**config.mk**
```make
export PLATFORM = sky130hd
export DESIGN_NAME = peripheral_dbg_pu_or1k_burst
export DESIGN_NICKNAME = d
export VERILOG_FILES = /design/src/rtl/peripheral_dbg_pu_or1k_pkg.sv /design/src/rtl/peripheral_dbg_pu_or1k_fifo.sv /design/src/rtl/peripheral_dbg_pu_or1k_burst.sv
export SDC_FILE = /design/constraint.sdc
export NUM_CORES = 1
export LEC_CHECK = 0
export BUFFER_PORTS_ARGS = -buffer_cell sky130_fd_sc_hd__clkbuf_2
export CORE_MARGIN = 5
export CORE_UTILIZATION = 61
export DETAILED_ROUTE_END_ITERATION = 8
export PLACE_DENSITY = 0.85
export RECOVER_POWER = 25
export SLEW_MARGIN = 20
export SYNTH_ARGS = -nofsm -noshare
export SYNTH_HDL_FRONTEND = slang
export SYNTH_HIERARCHICAL = 1
export SYNTH_SLANG_ARGS = --single-unit
```
**constraint.sdc**
```tcl
create_clock -name cpu_clk_i -period 15.1 [get_ports cpu_clk_i]
set_clock_uncertainty 0.1 [all_clocks]
set_input_delay 0.755 -clock cpu_clk_i [delete_from_list [all_inputs] [get_ports cpu_clk_i]]
set_output_delay 0.755 -clock cpu_clk_i [all_outputs]
set_load 0.005 [all_outputs]
```
**src/rtl/peripheral_dbg_pu_or1k_pkg.sv**
```systemverilog
// Shared types and default parameters for the OR1K debug-unit SPR burst engine.
package peripheral_dbg_pu_or1k_pkg;

    typedef enum logic [1:0] {
        IDLE   = 2'd0,
        ISSUE  = 2'd1,
        ACCESS = 2'd2
    } state_t;

    localparam int unsigned DEF_AW         = 32;
    localparam int unsigned DEF_DW         = 32;
    localparam int unsigned DEF_LEN_W      = 16;
    localparam int unsigned DEF_FIFO_DEPTH = 8;
    localparam int unsigned DEF_TIMEOUT    = 255;

endpackage

```
**src/rtl/peripheral_dbg_pu_or1k_fifo.sv**
```systemverilog
// Read-data buffer: power-of-two synchronous FIFO, push and pop allowed together even when full.
module peripheral_dbg_pu_or1k_fifo #(
    parameter int unsigned DW    = 32,
    parameter int unsigned DEPTH = 8
) (
    input  logic          clk,
    input  logic          rst,
    input  logic          push,
    input  logic [DW-1:0] push_data,
    input  logic          pop,
    output logic [DW-1:0] pop_data,
    output logic          empty,
    output logic          full
);

    localparam int unsigned PW = (DEPTH > 1) ? $clog2(DEPTH) : 1;

    logic [DW-1:0] mem [DEPTH];
    logic [PW-1:0] wr_ptr, rd_ptr;
    logic [PW:0]   count;
    logic          push_ok, pop_ok;

    assign empty    = (count == '0);
    assign full     = (count == (PW+1)'(DEPTH));
    // a pop on the same edge frees the slot the push needs
    assign pop_ok   = pop && !empty;
    assign push_ok  = push && (!full || pop);
    assign pop_data = empty ? '0 : mem[rd_ptr];

    always_ff @(posedge clk or posedge rst) begin
        if (rst) begin
            wr_ptr <= '0;
            rd_ptr <= '0;
            count  <= '0;
        end else begin
            if (push_ok) wr_ptr <= wr_ptr + PW'(1);
            if (pop_ok)  rd_ptr <= rd_ptr + PW'(1);
            case ({push_ok, pop_ok})
                2'b10:   count <= count + (PW+1)'(1);
                2'b01:   count <= count - (PW+1)'(1);
                default: count <= count;
            endcase
        end
    end

    always_ff @(posedge clk) begin
        if (push_ok) mem[wr_ptr] <= push_data;
    end

endmodule

```
**src/rtl/peripheral_dbg_pu_or1k_burst.sv**
```systemverilog
// Debug-unit burst engine: turns one command into a sequence of SPR bus accesses,
// streaming write words in and buffering read words in a FIFO.
module peripheral_dbg_pu_or1k_burst
    import peripheral_dbg_pu_or1k_pkg::*;
#(
    parameter int unsigned AW         = DEF_AW,
    parameter int unsigned DW         = DEF_DW,
    parameter int unsigned LEN_W      = DEF_LEN_W,
    parameter int unsigned FIFO_DEPTH = DEF_FIFO_DEPTH,
    parameter int unsigned TIMEOUT    = DEF_TIMEOUT
) (
    input  logic             cpu_clk_i,
    input  logic             rst_i,

    input  logic             cmd_valid_i,
    output logic             cmd_ready_o,
    input  logic [AW-1:0]    cmd_addr_i,
    input  logic             cmd_we_i,
    input  logic [LEN_W-1:0] cmd_len_i,
    input  logic             cmd_incr_i,

    input  logic             wdata_valid_i,
    output logic             wdata_ready_o,
    input  logic [DW-1:0]    wdata_i,

    output logic             rdata_valid_o,
    input  logic             rdata_ready_i,
    output logic [DW-1:0]    rdata_o,

    output logic             busy_o,
    output logic             done_o,
    output logic             err_o,

    output logic [AW-1:0]    cpu_addr_o,
    output logic [DW-1:0]    cpu_data_o,
    input  logic [DW-1:0]    cpu_data_i,
    output logic             cpu_stb_o,
    output logic             cpu_we_o,
    input  logic             cpu_ack_i
);

    localparam int unsigned CNT_W   = (TIMEOUT > 1) ? $clog2(TIMEOUT) : 1;
    localparam int unsigned TO_LAST = (TIMEOUT == 0) ? 0 : TIMEOUT - 1;

    state_t           state, state_nxt;
    logic [AW-1:0]    addr_q;
    logic [DW-1:0]    wdat_q;
    logic [LEN_W-1:0] remain_q;
    logic [CNT_W-1:0] acc_cnt;
    logic             we_q, incr_q, done_q, err_q;

    logic cmd_acc, wr_hs, ack, tmo, last;
    logic fifo_push, fifo_pop, fifo_empty, fifo_full;

    assign cmd_acc = cmd_valid_i && (state == IDLE);
    assign wr_hs   = (state == ISSUE) && we_q && wdata_valid_i;
    assign ack     = (state == ACCESS) && cpu_ack_i;
    assign last    = (remain_q == '0);
    // an ack on the final counted cycle wins over the timeout
    assign tmo     = (TIMEOUT != 0) && (state == ACCESS) && !cpu_ack_i
                     && (acc_cnt == CNT_W'(TO_LAST));

    always_ff @(posedge cpu_clk_i or posedge rst_i) begin
        if (rst_i) state <= IDLE;
        else       state <= state_nxt;
    end

    always_comb begin
        state_nxt = state;
        case (state)
            IDLE:    if (cmd_valid_i) state_nxt = ISSUE;
            ISSUE:   if (we_q ? wdata_valid_i : !fifo_full) state_nxt = ACCESS;
            ACCESS: begin
                if (ack)      state_nxt = last ? IDLE : ISSUE;
                else if (tmo) state_nxt = IDLE;
            end
            default: state_nxt = IDLE;
        endcase
    end

    always_ff @(posedge cpu_clk_i or posedge rst_i) begin
        if (rst_i) begin
            addr_q   <= '0;
            wdat_q   <= '0;
            remain_q <= '0;
            acc_cnt  <= '0;
            we_q     <= 1'b0;
            incr_q   <= 1'b0;
            done_q   <= 1'b0;
            err_q    <= 1'b0;
        end else begin
            done_q <= (ack && last) || tmo;
            if (cmd_acc) begin
                addr_q   <= cmd_addr_i;
                we_q     <= cmd_we_i;
                incr_q   <= cmd_incr_i;
                remain_q <= cmd_len_i;
                err_q    <= 1'b0;
            end
            if (wr_hs) wdat_q <= wdata_i;
            if (ack) begin
                if (incr_q) addr_q <= addr_q + AW'(1);
                if (!last)  remain_q <= remain_q - LEN_W'(1);
            end
            if (tmo) err_q <= 1'b1;
            if ((state == ACCESS) && !ack && !tmo) acc_cnt <= acc_cnt + CNT_W'(1);
            else                                   acc_cnt <= '0;
        end
    end

    assign fifo_push = ack && !we_q;
    assign fifo_pop  = rdata_ready_i;

    peripheral_dbg_pu_or1k_fifo #(
        .DW    (DW),
        .DEPTH (FIFO_DEPTH)
    ) u_rd_fifo (
        .clk       (cpu_clk_i),
        .rst       (rst_i),
        .push      (fifo_push),
        .push_data (cpu_data_i),
        .pop       (fifo_pop),
        .pop_data  (rdata_o),
        .empty     (fifo_empty),
        .full      (fifo_full)
    );

    assign cmd_ready_o   = (state == IDLE);
    assign wdata_ready_o = (state == ISSUE) && we_q;
    assign rdata_valid_o = !fifo_empty;
    assign busy_o        = (state != IDLE);
    assign done_o        = done_q;
    assign err_o         = err_q;
    assign cpu_stb_o     = (state == ACCESS);
    assign cpu_addr_o    = addr_q;
    assign cpu_we_o      = we_q;
    assign cpu_data_o    = wdat_q;

endmodule

```
After elaboration in Yosys (flattened, before gate mapping)
Memory sizes are Yosys's and may differ from the RTL's.
Cells that the tools add are included.
Word-level totals
  bits in registers: 104
  bits in latches: 0
  RAM bits: 256
  bits in read-only memories: 0
  output and inout port bits: 104
  logic and storage cells: 76
  memories: 1
Memory list
  u_rd_fifo.mem: words 8, width 32, rd ports 1, clocked after Yosys merged registers in 0, write ports 1, RTL line peripheral_dbg_pu_or1k_fifo.sv:18  | logic [DW-1:0] mem [DEPTH];
Cells by class
  $add $sub $neg: 7
  $mul: 0
  divide/modulo/power cells: 0
  order comparisons: 0
  equal/unequal tests: 9
  shift operators: 0
  muxes and demuxes: 20
  bitwise logic cells: 0
  reductions and logical operators: 27
Operator list (number)
  $mux 32: 4
  $mux 16: 3
  $add 32x1->32 const B: 1
  $logic_not 16->1: 1
  $sub 16x1->16 const B: 1
  $logic_and 1x1->1: 12
  $add 8x1->8 const B: 1
  $eq 8x8->1 const B: 1
  $mux 2: 4
  $mux 8: 1
  $pmux 4 s2: 1
  $add 3x1->3 const B: 2
  $logic_not 1->1: 6
  $mux 1: 6
  $pmux 2 s3: 1
  $reduce_bool 2->1: 3
  $add 4x1->4 const B: 1
  $eq 2x1->1 const B: 2
  $eq 2x2->1 const B: 2
  $eq 4x4->1 const B: 1
  $logic_not 4->1: 1
  $sub 4x1->4 const B: 1
  $ne 3x1->1 const B: 1
  $reduce_and 3->1: 1
  4 further kinds: 5

Longest topological paths before layout
Gate-level depths: netlist (run 1).
  depth after elaboration: 6
  mapped depth: 11

By module
Netlist (run 1), hierarchy kept.
Modules (own cells, without submodules)
  peripheral_dbg_pu_or1k_fifo: instances 1, cells an instance 439, area an instance 10218.6 um^2, sequential area each 7937.6 um^2
  peripheral_dbg_pu_or1k_burst: instances 1, cells an instance 462, area an instance 4739.5 um^2, sequential area each 2352.3 um^2

Worst setup path after synthesis (run 1)
Ideal clock, no wire load.
  path type: input -> register
  from: input cpu_ack_i
  to: memory u_rd_fifo.mem[0][0], enable pin
  library setup time: 0.501 ns
  arrival time: 4.259 ns
  data required time: 14.499 ns
  setup slack: 10.239 ns
  stages on the path: 4
  path buffers: 0
  cell sequence: nand2_1 nor2_1 o21ai_4 nor4_1
On the way
  longest elaborated chain between the ends: 5
RTL lines
  start, declared: RTL line peripheral_dbg_pu_or1k_burst.sv:39  | input logic cpu_ack_i
  $logic_and 1x1->1: RTL line peripheral_dbg_pu_or1k_burst.sv:57  | assign ack = (state == ACCESS) && cpu_ack_i;
  $logic_and 1x1->1: RTL line peripheral_dbg_pu_or1k_burst.sv:111  | assign fifo_push = ack && !we_q;
  net fifo_push: RTL line peripheral_dbg_pu_or1k_burst.sv:53  | logic fifo_push, fifo_pop, fifo_empty, fifo_full;
  $logic_and 1x1->1: RTL line peripheral_dbg_pu_or1k_fifo.sv:27  | assign push_ok = push && (!full || pop);
  $mux 1: RTL line peripheral_dbg_pu_or1k_fifo.sv:47  | if (push_ok) mem[wr_ptr] <= push_data;
  $mux 1 (not written as such): RTL line peripheral_dbg_pu_or1k_fifo.sv:47
  end, declared: RTL line peripheral_dbg_pu_or1k_fifo.sv:18
The timed path passes the listed nets, and every way through them passes these cells.

Worst setup path in the final report (run 1)
  from: register u_rd_fifo.rd_ptr[0]
  to: output rdata_o[23]
On the way
  longest elaborated chain between the ends: 2
RTL lines
  start, declared: RTL line peripheral_dbg_pu_or1k_fifo.sv:19  | logic [PW-1:0] wr_ptr, rd_ptr;
  start signal, assigned: RTL line peripheral_dbg_pu_or1k_fifo.sv:37  | if (pop_ok) rd_ptr <= rd_ptr + PW'(1);
  $mem_v2 8x32
  $mux 32: RTL line peripheral_dbg_pu_or1k_fifo.sv:28  | assign pop_data = empty ? '0 : mem[rd_ptr];
  end, declared: RTL line peripheral_dbg_pu_or1k_burst.sv:28  | output logic [DW-1:0] rdata_o,
Every way passes these cells.

==> impl_metrics.py, run 1 <==
metrics = {
    "global_route": {
        "grt_start_max_net_pins": 66,
        "gr-max-usage-layer": "met2",
        "number_of_antenna_violations_at_the_first_check_in_global_routing": 1,
        "grt.met1_usage_pct": 32.73,
        "remaining_global_route_overflow": 0,
        "grt_use_total_pct": 24.90,
        "gr-usage-met2_pct": 43.20,
        "first_pass_grt_wire_length_mm": 54.39,
        "via_count_of_the_first_global_routing_pass": 9596,
        "grt.met3_usage_pct": 5.120,
    },
    "timing": {
        "slew_headroom_pct": 13.42,
        "slew_violations": 0,
        "rsz_0062_raised_after_global_routing": "false",
        "min_period_ns": 3.617,
        "final_min_period_over_clock_period_pct": 23.95,
        "holdWs_ns": 0.1478,
        "fin_tns_setup_ns": 0,
        "clock.fmax_ghz": 0.2765,
        "tightestPinTransition_ns": 1.292,
        "finalSetupViolCount": 0,
        "final-hold-violation-count": 0,
    },
    "clocking": {
        "clock_slew_seen_by_the_registers_of_the_worst_setup_and_hold_paths_ns": 0.06,
        "clock_latency_ns": 0.51,
        "ctsHtreeMaxLevel": 2,
        "cts_bufs_inserted": 36,
        "cts_max_path_buffers": 3,
        "post_cts.repair.setup_buffers": 0,
        "cts_tree": "built",
        "cts_num_sinks": 360,
        "post_cts_resize_count": 0,
        "clock_root_buffer_master": "sky130_fd_sc_hd__clkbuf_16",
        "hold_buf_cts": 0,
    },
    "yosys": {
        "cell_count_after_synthesis": 901,
        "library_cells_used_by_synthesis": 72,
        "postSynthRegisterBits": 360,
        "number_of_synthesized_flops_with_an_enable_pin": 256,
        "synth_area_um2": 14960,
        "post_synth.cell_area_avg_um2": 16.60,
        "syn_nets": 1031,
        "asyncSetResetFlopFracSynth_pct": 28.89,
        "synth_sequential_area_ratio_pct": 68.79,
        "synth.yosys.warnings": 6,
        "postSynth.topFlopCell": "sky130_fd_sc_hd__edfxtp_1",
    },
    "floorplan": {
        "coreArea_um2": 24250,
        "initial_utilization_pct": 61.69,
        "floorplan.io_pins": 224,
        "die_x_um": 166.6,
        "die_area_um2": 27750,
        "row_count": 57,
        "fp.dieH_um": 166.6,
    },
    "cells_and_area": {
        "diodes": 0,
        "final_area_um2": 17550,
        "area_growth_pct": 17.31,
        "fin_nets": 1266,
        "mostFrequentLayoutCell": "sky130_fd_sc_hd__edfxtp_1",
        "top_library_cells_by_usage_in_the_layout_fill_and_taps_aside": "sky130_fd_sc_hd__edfxtp_1 (256), sky130_fd_sc_hd__clkbuf_2 (198), sky130_fd_sc_hd__dfrtp_1 (102)",
        "post_route_cells_drive_above_1_share_pct": 35.23,
        "multi_input_area_um2": 4412,
        "final_non_filler_cells": 1485,
        "fillCellCount": 1531,
        "sequential_cell_area_um2": 10290,
    },
    "place": {
        "port-buffer-count": 223,
        "place_congestion": 0.8799,
        "dpl-instance-area_um2": 16430,
        "number_of_placed_cells_counting_well_taps": 1421,
        "dpl.hpwl_mm": 21.45,
    },
    "drt": {
        "detail_route.vias_per_cell": 6.247,
        "wire_per_inst_um": 23.24,
        "drc": 0,
        "number_of_iterations_in_the_first_detailed_routing_pass": 5,
        "vias": 9277,
        "drtAntennaViolNets": 0,
        "finalWirelength_mm": 34.52,
        "detailedRoute.firstIterationViolations": 870,
    },
    "setup_path": {
        "critical_path_peak_fanout": 51,
        "setup.worst_path.end_class": "primary output",
        "ff2ff_setup_slack_ns": 12.04,
        "worst-endpoint-arrival_ns": 2.76,
        "timing.critical_path.required_ns": 14.24,
        "reg2regPathDepth": 6,
        "crit_path_cell_trace": "buf_6, mux4_2, a22o_1, clkbuf_2",
        "setup.worst_path.class": "reg2out",
        "cpPeakStageDelay_ns": 0.62,
        "critPathSlowestCell": "sky130_fd_sc_hd__dfrtp_4",
        "worstReg2RegStart": "u_rd_fifo/count[0]$_DFFE_PP0P_",
        "r2r_end": "u_rd_fifo/count[3]$_DFFE_PP0P_",
        "critical_path.startpoint_type": "register",
    },
    "run_status": {
        "outcome": "completed",
    },
    "pwr": {
        "p_leak_nw": 6.507,
        "worst_ir_drop_vdd_mv": 0.1365,
        "power-per-cell-area_nw_per_um2": 183.2,
    },
    "job": {
        "maxCapViolations": 0,
    },
    "min_path": {
        "hold_path_class": "in2async",
    },
}
## critical path, delay by kind of cell, from the launching register on
kind	cells	cell delay, ns
buffers and inverters	2	0.72
flip-flops	1	0.62
multiplexers	1	0.62
AO/OA/AOI/OAI	1	0.25
## Yosys cell counts (3+ instances only)
library cell                 n  area (µm²)
sky130_fd_sc_hd__xnor2_1     9       78.83
sky130_fd_sc_hd__nor3_2      4       40.04
sky130_fd_sc_hd__xor2_1      5       43.79
sky130_fd_sc_hd__dfrtp_1   104        2603
sky130_fd_sc_hd__a311oi_1    8       70.07
sky130_fd_sc_hd__mux4_2     64        1441
sky130_fd_sc_hd__a31oi_1     3       18.77
sky130_fd_sc_hd__o211ai_1    4       30.03
sky130_fd_sc_hd__o22ai_1     6       37.54
sky130_fd_sc_hd__and4_1      8       70.07
sky130_fd_sc_hd__o221a_2    10       112.6
sky130_fd_sc_hd__a211oi_1   10       75.07
sky130_fd_sc_hd__o21ai_0    19       95.09
sky130_fd_sc_hd__mux2_2     35       394.1
sky130_fd_sc_hd__and3_1     10       62.56
sky130_fd_sc_hd__buf_1       3       11.26
sky130_fd_sc_hd__a22o_1     31       271.5
sky130_fd_sc_hd__a21oi_1    20       100.1
sky130_fd_sc_hd__clkbuf_1   18       67.56
sky130_fd_sc_hd__inv_1      21       78.83
sky130_fd_sc_hd__mux2i_1     3       30.03
sky130_fd_sc_hd__o21a_1      8       60.06
sky130_fd_sc_hd__nand4_1    15       93.84
sky130_fd_sc_hd__nand3_1    25       125.1
sky130_fd_sc_hd__nor4_1      6       37.54
sky130_fd_sc_hd__ha_1       10       125.1
sky130_fd_sc_hd__and2_1      3       18.77
sky130_fd_sc_hd__nand2b_1    3       18.77
sky130_fd_sc_hd__buf_8       3       45.04
sky130_fd_sc_hd__buf_2      17       85.08
sky130_fd_sc_hd__nor3_1     17       85.08
sky130_fd_sc_hd__edfxtp_1  256        7687
sky130_fd_sc_hd__nor2_1     60       225.2
sky130_fd_sc_hd__nand2_1    36       135.1
## kinds of logic after synthesis
logic type      Yosys count  share of synthesized area [%]
mux                     102                          12.47
compound gates          142                          7.344
buf+inv                  64                          2.074
flops                   360                          68.79
fa+ha+maj                10                         0.8365
xor+xnor                 14                         0.8198
simple gates            209                          7.662
## final cells by class
type / instances / area share [%]
sequential: 360 / 58.67
multi-input combinational: 477 / 25.14
timing repair buffer: 240 / 7.002
clock buffer: 48 / 5.569
tap: 324 / 2.310
clock inverter: 15 / 0.8485
inverter: 21 / 0.4564
## worst max-delay path by stage
| stage | start | cells past startpoint | to |
|---|---|---|---|
| floorplan | cpu_ack_i | 4 | u_rd_fifo/mem[0][0]$_DFFE_PP_ |
| global placement | u_rd_fifo/rd_ptr[0]$_DFFE_PP0P_ | 4 | rdata_o[24] |
| detailed placement | u_rd_fifo/rd_ptr[0]$_DFFE_PP0P_ | 4 | rdata_o[25] |
| CTS | u_rd_fifo/rd_ptr[0]$_DFFE_PP0P_ | 4 | rdata_o[23] |
| global route | u_rd_fifo/rd_ptr[0]$_DFFE_PP0P_ | 4 | rdata_o[31] |
| finish | u_rd_fifo/rd_ptr[0]$_DFFE_PP0P_ | 4 | rdata_o[23] |
## routing by layer
metal	wire [µm]	part of all wire, %	vias to the layer above
li1	-	-	4075
met1	12720	37	4663
met2	18070	52	475
met3	2947	8.5	62
met4	767	2.2	2
met5	13	0.038	-
## stage by stage
step | utilization, % | worst slack (ns) | power, mW
final | 72.36 | 11.48 | 3.214
after global placement | 67.74 | 11.75 | 2.327
after global routing | 72.36 | 11.26 | 3.387
after CTS | 72.38 | 11.15 | 3.232
after detailed placement | 67.74 | 11.69 | 2.369
after floorplan | - | 10.24 | 2.017
## report_power, final
part	switching (mW)	total, mW	internal (mW)
clock	0.357	0.862	0.505
sequential	0.167	1.38	1.21
combinational	0.483	0.976	0.493
total	1.01	3.21	2.21
## registers in the layout, summed over array words and instances (netlist names)
name	count
cpu_addr_o	32
cpu_we_o	1
u_rd_fifo/wr_ptr	3
u_rd_fifo/mem	256
acc_cnt	8
cpu_data_o	32
done_o	1
u_rd_fifo/rd_ptr	3
remain_q	16
state	2
incr_q	1
err_o	1
u_rd_fifo/count	4
No activity file was read; power rests on OpenSTA's default activity.
==> inputs of run 2 (changes only) <==
--- a/config.mk
+++ b/config.mk
@@ -7,9 +7,9 @@
 export LEC_CHECK = 0
 export BUFFER_PORTS_ARGS = -buffer_cell sky130_fd_sc_hd__clkbuf_2
 export CORE_MARGIN = 5
-export CORE_UTILIZATION = 61
+export CORE_UTILIZATION = 57
 export DETAILED_ROUTE_END_ITERATION = 8
-export PLACE_DENSITY = 0.85
+export PLACE_DENSITY = 0.8
 export RECOVER_POWER = 25
 export SLEW_MARGIN = 20
 export SYNTH_ARGS = -nofsm -noshare
==> constraint.sdc (replaced) <==
create_clock -name cpu_clk_i -period 3.7 [get_ports cpu_clk_i]
set_clock_uncertainty 0.1 [all_clocks]
set_input_delay 0.185 -clock cpu_clk_i [delete_from_list [all_inputs] [get_ports cpu_clk_i]]
set_output_delay 0.185 -clock cpu_clk_i [all_outputs]
set_load 0.005 [all_outputs]
==> run 2 against run 1 <==
Compared with the run above: worst hold slack got worse by 0.13 ns; critical endpoint is now u_rd_fifo/count[3]$_DFFE_PP0P_; final cell count rose by 9.2%; die area rose by 6.6%; flip-flop and latch count did not move; utilization rose by 0.13 points; sequential share of layout area fell by 4.0 points; total power rose to 4.2 times the previous value.
==> impl_metrics.py, run 2 (synthesis gave the netlist of run 1 again) <==
metrics = {
    "drt": {
        "drtAntennaViolNets": 0,
        "drc": 0,
        "detail_route.vias_per_cell": 6.085,
        "detailedRoute.firstIterationViolations": 673,
        "wire_per_inst_um": 23.09,
        "finalWirelength_mm": 37.45,
        "number_of_iterations_in_the_first_detailed_routing_pass": 6,
        "vias": 9870,
    },
    "setup_path": {
        "worstReg2RegStart": "u_rd_fifo/count[0]$_DFFE_PP0P_",
        "setup.worst_path.end_class": "register",
        "critPathSlowestCell": "sky130_fd_sc_hd__or4b_4",
        "cpLargestDelayFamily": "simple AND/OR/NAND/NOR gates",
        "critical_path_peak_fanout": 8,
        "cp.buffers_inverters": 0,
        "cpPeakStageDelay_ns": 0.61,
        "ff2ff_setup_slack_ns": 0.64,
        "r2r_end": "u_rd_fifo/count[3]$_DFFE_PP0P_",
        "worst-endpoint-arrival_ns": 3.34,
        "critical_path.startpoint_type": "register",
        "reg2regPathDepth": 6,
        "timing.critical_path.required_ns": 3.98,
        "setup.worst_path.class": "reg2reg",
        "crit_path_cell_trace": "or4b_4, o21ai_4, ha_1, or3b_2, a2111oi_0, o221ai_1",
    },
    "clocking": {
        "post_cts.repair.setup_buffers": 0,
        "post_cts_resize_count": 0,
        "clock_slew_seen_by_the_registers_of_the_worst_setup_and_hold_paths_ns": 0.06,
        "cts_tree": "built",
        "hold_buf_cts": 117,
        "clock_root_buffer_master": "sky130_fd_sc_hd__clkbuf_16",
        "cts_max_path_buffers": 3,
        "clock_latency_ns": 0.52,
        "cts_num_sinks": 360,
        "cts_bufs_inserted": 37,
        "ctsHtreeMaxLevel": 2,
    },
    "global_route": {
        "via_count_of_the_first_global_routing_pass": 10321,
        "grt_use_total_pct": 25.21,
        "first_pass_grt_wire_length_mm": 57.77,
        "remaining_global_route_overflow": 0,
        "number_of_antenna_violations_at_the_first_check_in_global_routing": 0,
        "grt_start_max_net_pins": 79,
    },
    "min_path": {
        "timing.hold.worst_endpoint": "state[0]$_DFFE_PP0P_",
        "worst_hold_path.num_cells": 4,
        "hold_path_startpoint": "wdata_valid_i",
        "hold_path_class": "in2reg",
    },
    "timing": {
        "tightestPinTransition_ns": 1.058,
        "min_period_ns": 3.062,
        "rsz_0062_raised_after_global_routing": "false",
        "slew_headroom_pct": 29.05,
        "holdWs_ns": 0.01980,
        "final-hold-violation-count": 0,
        "final_min_period_over_clock_period_pct": 82.75,
        "clock.fmax_ghz": 0.3266,
        "finalSetupViolCount": 0,
        "slew_violations": 0,
    },
    "cells_and_area": {
        "top_library_cells_by_usage_in_the_layout_fill_and_taps_aside": "sky130_fd_sc_hd__edfxtp_1 (256), sky130_fd_sc_hd__clkbuf_2 (196), sky130_fd_sc_hd__dlygate4sd3_1 (117)",
        "largest_reg_flops": 256,
        "mostFrequentLayoutCell": "sky130_fd_sc_hd__edfxtp_1",
        "post_route_cells_drive_above_1_share_pct": 32.32,
        "post-route-util_pct": 72.50,
        "area_growth_pct": 25.94,
        "register_ranked_first_by_flip_flop_count": "u_rd_fifo/mem",
        "diodes": 0,
        "fin_nets": 1392,
    },
    "floorplan": {
        "initial_utilization_pct": 57.56,
        "fp.dieH_um": 172.0,
        "die_area_um2": 29580,
        "die_x_um": 172.0,
        "floorplan.io_pins": 224,
        "coreArea_um2": 25980,
        "row_count": 59,
    },
    "place": {
        "port-buffer-count": 223,
        "place_congestion": 0.8905,
        "dpl.hpwl_mm": 21.82,
    },
    "pwr": {
        "p_leak_nw": 7.057,
        "power-per-cell-area_nw_per_um2": 712.6,
        "total_power_mw": 13.42,
        "worst_ir_drop_vdd_mv": 0.5552,
    },
    "job": {
        "maxCapViolations": 0,
    },
    "run_status": {
        "outcome": "completed",
    },
}
-- run 2: cell types whose count changed in the layout (fill, tap and decap cells not counted), moves of 2 or more --
cell | before | now
sky130_fd_sc_hd__buf_4 | 15 | 21
sky130_fd_sc_hd__clkbuf_1 | 35 | 41
sky130_fd_sc_hd__clkbuf_2 | 198 | 196
sky130_fd_sc_hd__clkinv_8 | 0 | 2
sky130_fd_sc_hd__clkinv_1 | 7 | 2
sky130_fd_sc_hd__clkinv_2 | 2 | 5
sky130_fd_sc_hd__buf_12 | 1 | 3
sky130_fd_sc_hd__dlygate4sd3_1 | 0 | 117
sky130_fd_sc_hd__clkinvlp_4 | 3 | 0
sky130_fd_sc_hd__inv_6 | 0 | 2
-- run 2: per-layer routing --
layer | global-route usage, % | wire length [µm]
met1 | 32.03 | 13900
met2 | 45.39 | 20080
met3 | 4.801 | 2740
met4 | 5.742 | 729
met5 | 0 | 0
-- run 2: tightest hold or removal path, cell delays in order --
cell and delay, ns:
sky130_fd_sc_hd__clkbuf_2 0.10, sky130_fd_sc_hd__inv_1 0.05, sky130_fd_sc_hd__mux2i_1 0.09, sky130_fd_sc_hd__o21ai_0 0.17
-- run 2: worst max path at each step --
stage	start	to	depth (start not counted)
6_report	u_rd_fifo/count[0]$_DFFE_PP0P_	u_rd_fifo/count[3]$_DFFE_PP0P_	6
3_3_place_gp	u_rd_fifo/count[0]$_DFFE_PP0P_	u_rd_fifo/count[3]$_DFFE_PP0P_	6
5_1_grt	u_rd_fifo/count[0]$_DFFE_PP0P_	u_rd_fifo/count[3]$_DFFE_PP0P_	6
4_1_cts	u_rd_fifo/count[0]$_DFFE_PP0P_	u_rd_fifo/count[3]$_DFFE_PP0P_	6
2_1_floorplan	state[0]$_DFFE_PP0P_	u_rd_fifo/mem[2][0]$_DFFE_PP_	6
3_5_place_dp	u_rd_fifo/count[0]$_DFFE_PP0P_	u_rd_fifo/count[3]$_DFFE_PP0P_	6
-- run 2: stage by stage --
stage,setup TNS [ns],instances,area [µm²],setup slack (ns)
floorplan,-24.76,901,14970,-0.2580
global placement,0,1440,16550,0.7879
detailed placement,0,1440,16550,0.6445
CTS,0,1621,18850,0.6160
global route,0,1622,18840,0.4916
finish,0,1622,18840,0.6381
-- run 2: power breakdown --
| group | switching (mW) | total (mW) | internal, mW | leakage [nW] |
|---|---|---|---|---|
| Clock | 1.52 | 3.53 | 2.01 | 0.546 |
| Combinational | 2.05 | 4.19 | 2.14 | 2.98 |
| Sequential | 0.782 | 5.71 | 4.93 | 3.53 |
-- run 2: area by class of cell --
class	count	area, µm²
clock inverters	13	142.6
repair buffers	365	2499
well taps	335	419.2
flip-flops and latches	360	10290
fillers	1517	7147
clock buffers	51	978.4
inverters	21	80.08
multi-input cells	477	4424
